### src/rtl/regfile_write_arbiter.sv
// regfile_write_arbiter
// Shares the single write port of the 4-entry register file between the ALU
// writeback path (requester 0) and the load-return path (requester 1). Each
// requester owns a one-entry holding buffer. Writes to the same register are
// ordered by age, and writes to different registers take turns round-robin.
//
// Ports:
//   clk, reset              clock and synchronous active-high reset
//   req0_valid/addr/data    ALU write request, req0_ready = buffer 0 accepts
//   req1_valid/addr/data    load write request, req1_ready = buffer 1 accepts
//   wen, w_addr, dataIn     register file write port
//   grant_id                source of the current write (valid when wen=1)
//   pend                    one bit per register, set while a full buffer targets it
//   collide_cnt             saturating count of cycles with both buffers full
module regfile_write_arbiter #(
   parameter int DW = 8,
   parameter int AW = 2
) (
   input  logic            clk,
   input  logic            reset,
   input  logic            req0_valid,
   input  logic [AW-1:0]   req0_addr,
   input  logic [DW-1:0]   req0_data,
   output logic            req0_ready,
   input  logic            req1_valid,
   input  logic [AW-1:0]   req1_addr,
   input  logic [DW-1:0]   req1_data,
   output logic            req1_ready,
   output logic            wen,
   output logic [AW-1:0]   w_addr,
   output logic [DW-1:0]   dataIn,
   output logic            grant_id,
   output logic [(1<<AW)-1:0] pend,
   output logic [7:0]      collide_cnt
);

   logic          full0, full1;
   logic [AW-1:0] addr0, addr1;
   logic [DW-1:0] data0, data1;
   // age=0: buffer 0 holds the older entry; age=1: buffer 1 does
   logic          age;
   logic          last_grant;

   logic sel1, grant0, grant1, load0, load1;

   // Pick the buffer to drain. Same-register conflicts follow age so the
   // write-after-write order is kept; otherwise the one not served last wins.
   // Grants are suppressed during reset so no write leaks out that cycle.
   always_comb begin
      sel1 = 1'b0;
      if (full1) begin
         if (!full0)
            sel1 = 1'b1;
         else if (addr0 == addr1)
            sel1 = age;
         else
            sel1 = !last_grant;
      end
      grant1 = !reset & sel1;
      grant0 = !reset & full0 & !sel1;
   end

   // A buffer can take a new entry when it is empty or is being drained now.
   always_comb begin
      req0_ready = !reset & (!full0 | grant0);
      req1_ready = !reset & (!full1 | grant1);
      load0      = req0_valid & req0_ready;
      load1      = req1_valid & req1_ready;
   end

   // Drive the register file port from the granted buffer, zeros when idle.
   always_comb begin
      wen      = grant0 | grant1;
      grant_id = grant1;
      w_addr   = '0;
      dataIn   = '0;
      if (grant1) begin
         w_addr = addr1;
         dataIn = data1;
      end else if (grant0) begin
         w_addr = addr0;
         dataIn = data0;
      end
   end

   // Scoreboard reflects only captured entries; an entry stays pending
   // through its own grant cycle.
   always_comb begin
      pend = '0;
      if (full0)
         pend[addr0] = 1'b1;
      if (full1)
         pend[addr1] = 1'b1;
   end

   // Buffer state, age tracking, round-robin pointer and collision counter.
   always_ff @(posedge clk) begin
      if (reset) begin
         full0       <= 1'b0;
         full1       <= 1'b0;
         addr0       <= '0;
         addr1       <= '0;
         data0       <= '0;
         data1       <= '0;
         age         <= 1'b0;
         last_grant  <= 1'b1;
         collide_cnt <= 8'd0;
      end else begin
         if (load0) begin
            full0 <= 1'b1;
            addr0 <= req0_addr;
            data0 <= req0_data;
         end else if (grant0) begin
            full0 <= 1'b0;
         end

         if (load1) begin
            full1 <= 1'b1;
            addr1 <= req1_addr;
            data1 <= req1_data;
         end else if (grant1) begin
            full1 <= 1'b0;
         end

         // The buffer that was already waiting is older than a newcomer;
         // simultaneous loads treat buffer 0 as older.
         if (load0 && load1)
            age <= 1'b0;
         else if (load0 && full1 && !grant1)
            age <= 1'b1;
         else if (load1 && full0 && !grant0)
            age <= 1'b0;

         if (grant1)
            last_grant <= 1'b1;
         else if (grant0)
            last_grant <= 1'b0;

         if (full0 && full1 && collide_cnt != 8'hFF)
            collide_cnt <= collide_cnt + 8'd1;
      end
   end

endmodule

### config.mk
export PLATFORM = sky130hd
export DESIGN_NAME = regfile_write_arbiter
export DESIGN_NICKNAME = d
export VERILOG_FILES = /design/src/rtl/regfile_write_arbiter.sv
export SDC_FILE = /design/constraint.sdc
export NUM_CORES = 1
export LEC_CHECK = 0
export ABC_AREA = 0
export BUFFER_PORTS_ARGS = -buffer_cell sky130_fd_sc_hd__buf_2
export CORE_MARGIN = 1
export CORE_UTILIZATION = 50
export DETAILED_ROUTE_END_ITERATION = 12
export PLACE_DENSITY = 0.78
export REMOVE_ABC_BUFFERS = 1
export SETUP_SLACK_MARGIN = 0.1
export SYNTH_ARGS = -nofsm -noshare
export SYNTH_HDL_FRONTEND = slang
export SYNTH_SLANG_ARGS = --single-unit
### constraint.sdc
create_clock -name clk -period 2.7 [get_ports clk]
set_input_delay 0.405 -clock clk [delete_from_list [all_inputs] [get_ports clk]]
set_output_delay 0.405 -clock clk [all_outputs]
set_load 0.005 [all_outputs]
==> flow_summary.toml <==
[timing]
hold_viol_final = 0
slew-limit-headroom_pct = 54.9
timing.setup.tns_ns = 0
report.final.slew_viol_count = 0
fmax_mhz = 404
worst_slew_pin_slew_ns = 0.677
finalSetupViolCount = 0
finalWorstPathRequiredPeriod_ns = 2.48
finClkSkew_ns = 0.00609
unrepaired_setup_endpoints_after_global_routing = "false"
share_of_the_cycle_needed_by_the_critical_path_after_routing_pct = 91.7

[global_route]
grt_pass1_vias = 1327
grt_start_max_net_pins = 20
number_of_antenna_violations_at_the_first_check_in_global_routing = 0
grt_pass1_wl_mm = 5.87
globalRoute.totalOverflow = 0
grt_usage_pct = 22.7

[routing]
route.detailed.wl_per_inst_um = 12.5
wl_met1_mm = 1.61
length_of_routed_met3_wiring_um = 178
final_antenna_net_count = 0
detail_route.drc_violations = 0
highest_layer = "met4"
num_vias = 1461
drt_iter0_drc = 88
first_pass_detailed_route_iteration_total = 4
vias_per_cell = 5.29
route.final.wire_length_mm = 3.46
met2WireLength_mm = 1.63

[logic_synthesis]
yosysSeqAreaShare_pct = 39.2
predominant_post_synthesis_flop_cell = "sky130_fd_sc_hd__dfxtp_1"
post_synth_instance_area_um2 = 1630
post_synthesis_adder_cell_area_fraction_pct = 0.766
synth_area_in_compound_gates_pct = 19.5
netlist_instances = 183
async_flop_share_pct = 0
ys_seq_elements = 32
syn-mean-instance-area_um2 = 8.93
synthSimpleGateAreaFrac_pct = 16.5
synth_edf_count = 0
synthXorXnorAreaFrac_pct = 3.22
synth_top_family_by_area = "compound AO/OA/AOI/OAI gates"
synth_mux_area_share_pct = 13.7
yosys_warnings = 0
yosys.cell_types.count = 39

[critical_path]
worst_setup_path_start_kind = "flop"
cp.arrival_ns = 2.07
critical_path.slowest_cell = "sky130_fd_sc_hd__or3_1"
ff2ff_path_depth = 4
critical_path.endpoint_type = "output port"
endpoint = "dataIn[5]"
timing.critical_path.required_ns = 2.30
crit_fanout = 9
critical_path.reg2reg.startpoint = "addr0[1]"
worst_setup_path_startpoint = "addr0[1]"
cp_cell_sequence = "xor2_1 -> or3_1 -> a311oi_2 -> buf_4 -> o2bb2ai_1 -> buf_2"
crit_type = "flop to output port"
r2r_setup_slack_ns = 0.58
rr_endpoint = "data0[4]"
maximum_cell_stage_delay_along_the_critical_path_ns = 0.46

[floorplan]
die-width_um = 59.2
placement_rows = 20
floorplan.initialDensity_pct = 53.1
die_height_um = 59.2
die_area_um2 = 3500
core_region_area_um2 = 3080
boundaryPins = 50

[placement]
dp_hpwl_mm = 2.55
globalplace.congestion = 0.853
io_buffers = 49

[clock_network]
clock_net_sink_count = 32
numCtsBuffers = 5
insertion_delay_ns = 0.32
buffers_from_clock_root_to_sink_at_most = 2
post_cts_buffers = 0
tritoncts = "built"
clk_transition_reported_paths_ns = 0.09
cts_htree_levels = 2
root_buffer = "sky130_fd_sc_hd__clkbuf_4"

[final_layout]
filler_cell_count = 279
area.sequential_um2 = 648
most-common-layout-cells = "sky130_fd_sc_hd__buf_2, sky130_fd_sc_hd__dfxtp_1, sky130_fd_sc_hd__nand2_1, sky130_fd_sc_hd__inv_1, sky130_fd_sc_hd__mux2_2"
fraction_of_layout_cells_with_a_size_suffix_above_1_pct = 34.1
final_net_count = 256
mostFrequentLayoutCell = "sky130_fd_sc_hd__buf_2"
flow.area_growth_from_synthesis_pct = 21.7
area_of_the_multi_input_gates_um2 = 900
num_antenna_cells = 0

[run]
maxCapViolCount = 0

[status]
status = "finished, final reports clean"

[power_and_ir_drop]
total_leakage_power_nw = 0.931
max-vdd-ir-drop_mv = 0.301
powerDensity_nw_per_um2 = 478
design_power_total_mw = 0.952

[min_path]
hp-class = "primary input to flop"
-- area by class of cell --
class | count | share of cell area (%)
well taps | 44 | 2.77
flip-flops and latches | 32 | 32.6
clock buffers | 8 | 2.96
multi-input cells | 125 | 45.2
repair buffers | 53 | 13.8
inverters | 14 | 2.64
-- synthesized netlist by cell type (2+ instances only) --
library cell                 n  area, µm²
sky130_fd_sc_hd__xor2_1      3       26.3
sky130_fd_sc_hd__a21oi_1     9       45.0
sky130_fd_sc_hd__mux2i_1    10        100
sky130_fd_sc_hd__or3_1       4       25.0
sky130_fd_sc_hd__buf_2       3       15.0
sky130_fd_sc_hd__nand2_1    17       63.8
sky130_fd_sc_hd__dfxtp_1    32        641
sky130_fd_sc_hd__xnor2_1     3       26.3
sky130_fd_sc_hd__mux2_2     11        124
sky130_fd_sc_hd__nor2b_1    10       62.6
sky130_fd_sc_hd__buf_6       2       22.5
sky130_fd_sc_hd__clkbuf_1    6       22.5
sky130_fd_sc_hd__nor2_1      8       30.0
sky130_fd_sc_hd__o2bb2ai_1   8       70.1
sky130_fd_sc_hd__nand3_1     8       40.0
sky130_fd_sc_hd__a31oi_1     3       18.8
sky130_fd_sc_hd__o21ai_0     8       40.0
sky130_fd_sc_hd__o31ai_1     3       22.5
sky130_fd_sc_hd__or4_1       2       15.0
sky130_fd_sc_hd__inv_1      14       52.6
-- per-layer routing --
metal / global-route usage (%) / vias up
li1: - / 748
met5: 0 / -
met1: 29.1 / 663
met3: 6.77 / 4
met2: 35.2 / 46
met4: 9.86 / 0
-- per-stage QoR --
stage               utilization, %  hold WS [ns]  setup WS [ns]  area, µm²  instances
floorplan                        -         0.438         -0.391       1570        171
global placement              62.0         0.457          0.457       1910        268
detailed placement            62.0         0.466          0.344       1910        268
CTS                           63.9         0.285          0.122       1970        276
global route                  64.6         0.267          0.107       1990        276
finish                        64.6         0.304          0.225       1990        276
-- worst max-delay path, delay by kind of cell (launching register included) --
| kind | cells | cell delay (ns) |
|---|---|---|
| AOI/OAI and AO/OA | 2 | 0.41 |
| xor gates and xnor gates | 1 | 0.15 |
| and+or+nand+nor | 1 | 0.46 |
| buffers and inverters | 2 | 0.35 |
| DFF | 1 | 0.39 |
-- registers in the layout, indices dropped and copies added (netlist names) --
| register | cells |
|---|---|
| collide_cnt | 8 |
| data0 | 8 |
| data1 | 8 |
| addr0 | 2 |
| addr1 | 2 |
| age | 1 |
| full0 | 1 |
| full1 | 1 |
| last_grant | 1 |
-- what timing repair did --
action,CTS,global route
resized for setup,1,7
hold buffers,0,0
setup endpoints to repair,1,9
-- logic make-up after synthesis --
logic type | count (synthesis)
mux | 21
flops | 32
xor+xnor | 6
buf+inv | 26
simple gates | 54
fa+ha+maj | 1
compound gates | 43
-- report_power, final --
part	total, mW	switching [mW]	internal (mW)
logic	0.153	0.0783	0.0746
clock network	0.275	0.146	0.128
registers	0.524	0.0239	0.500
total	0.952	0.248	0.703
-- how the worst min path moves through the flow --
stage | startpoint | to | slack (ns) | cells past startpoint
after floorplan | data1[6] | data1[6] | 0.44 | 2
after global placement | data1[6] | data1[6] | 0.46 | 2
after detailed placement | data1[4] | data1[4] | 0.47 | 2
after CTS | req0_data[7] | data0[7] | 0.29 | 2
after global routing | req0_data[7] | data0[7] | 0.27 | 2
final | req0_data[1] | data0[1] | 0.30 | 2
Power figures use the tool's default switching activity.
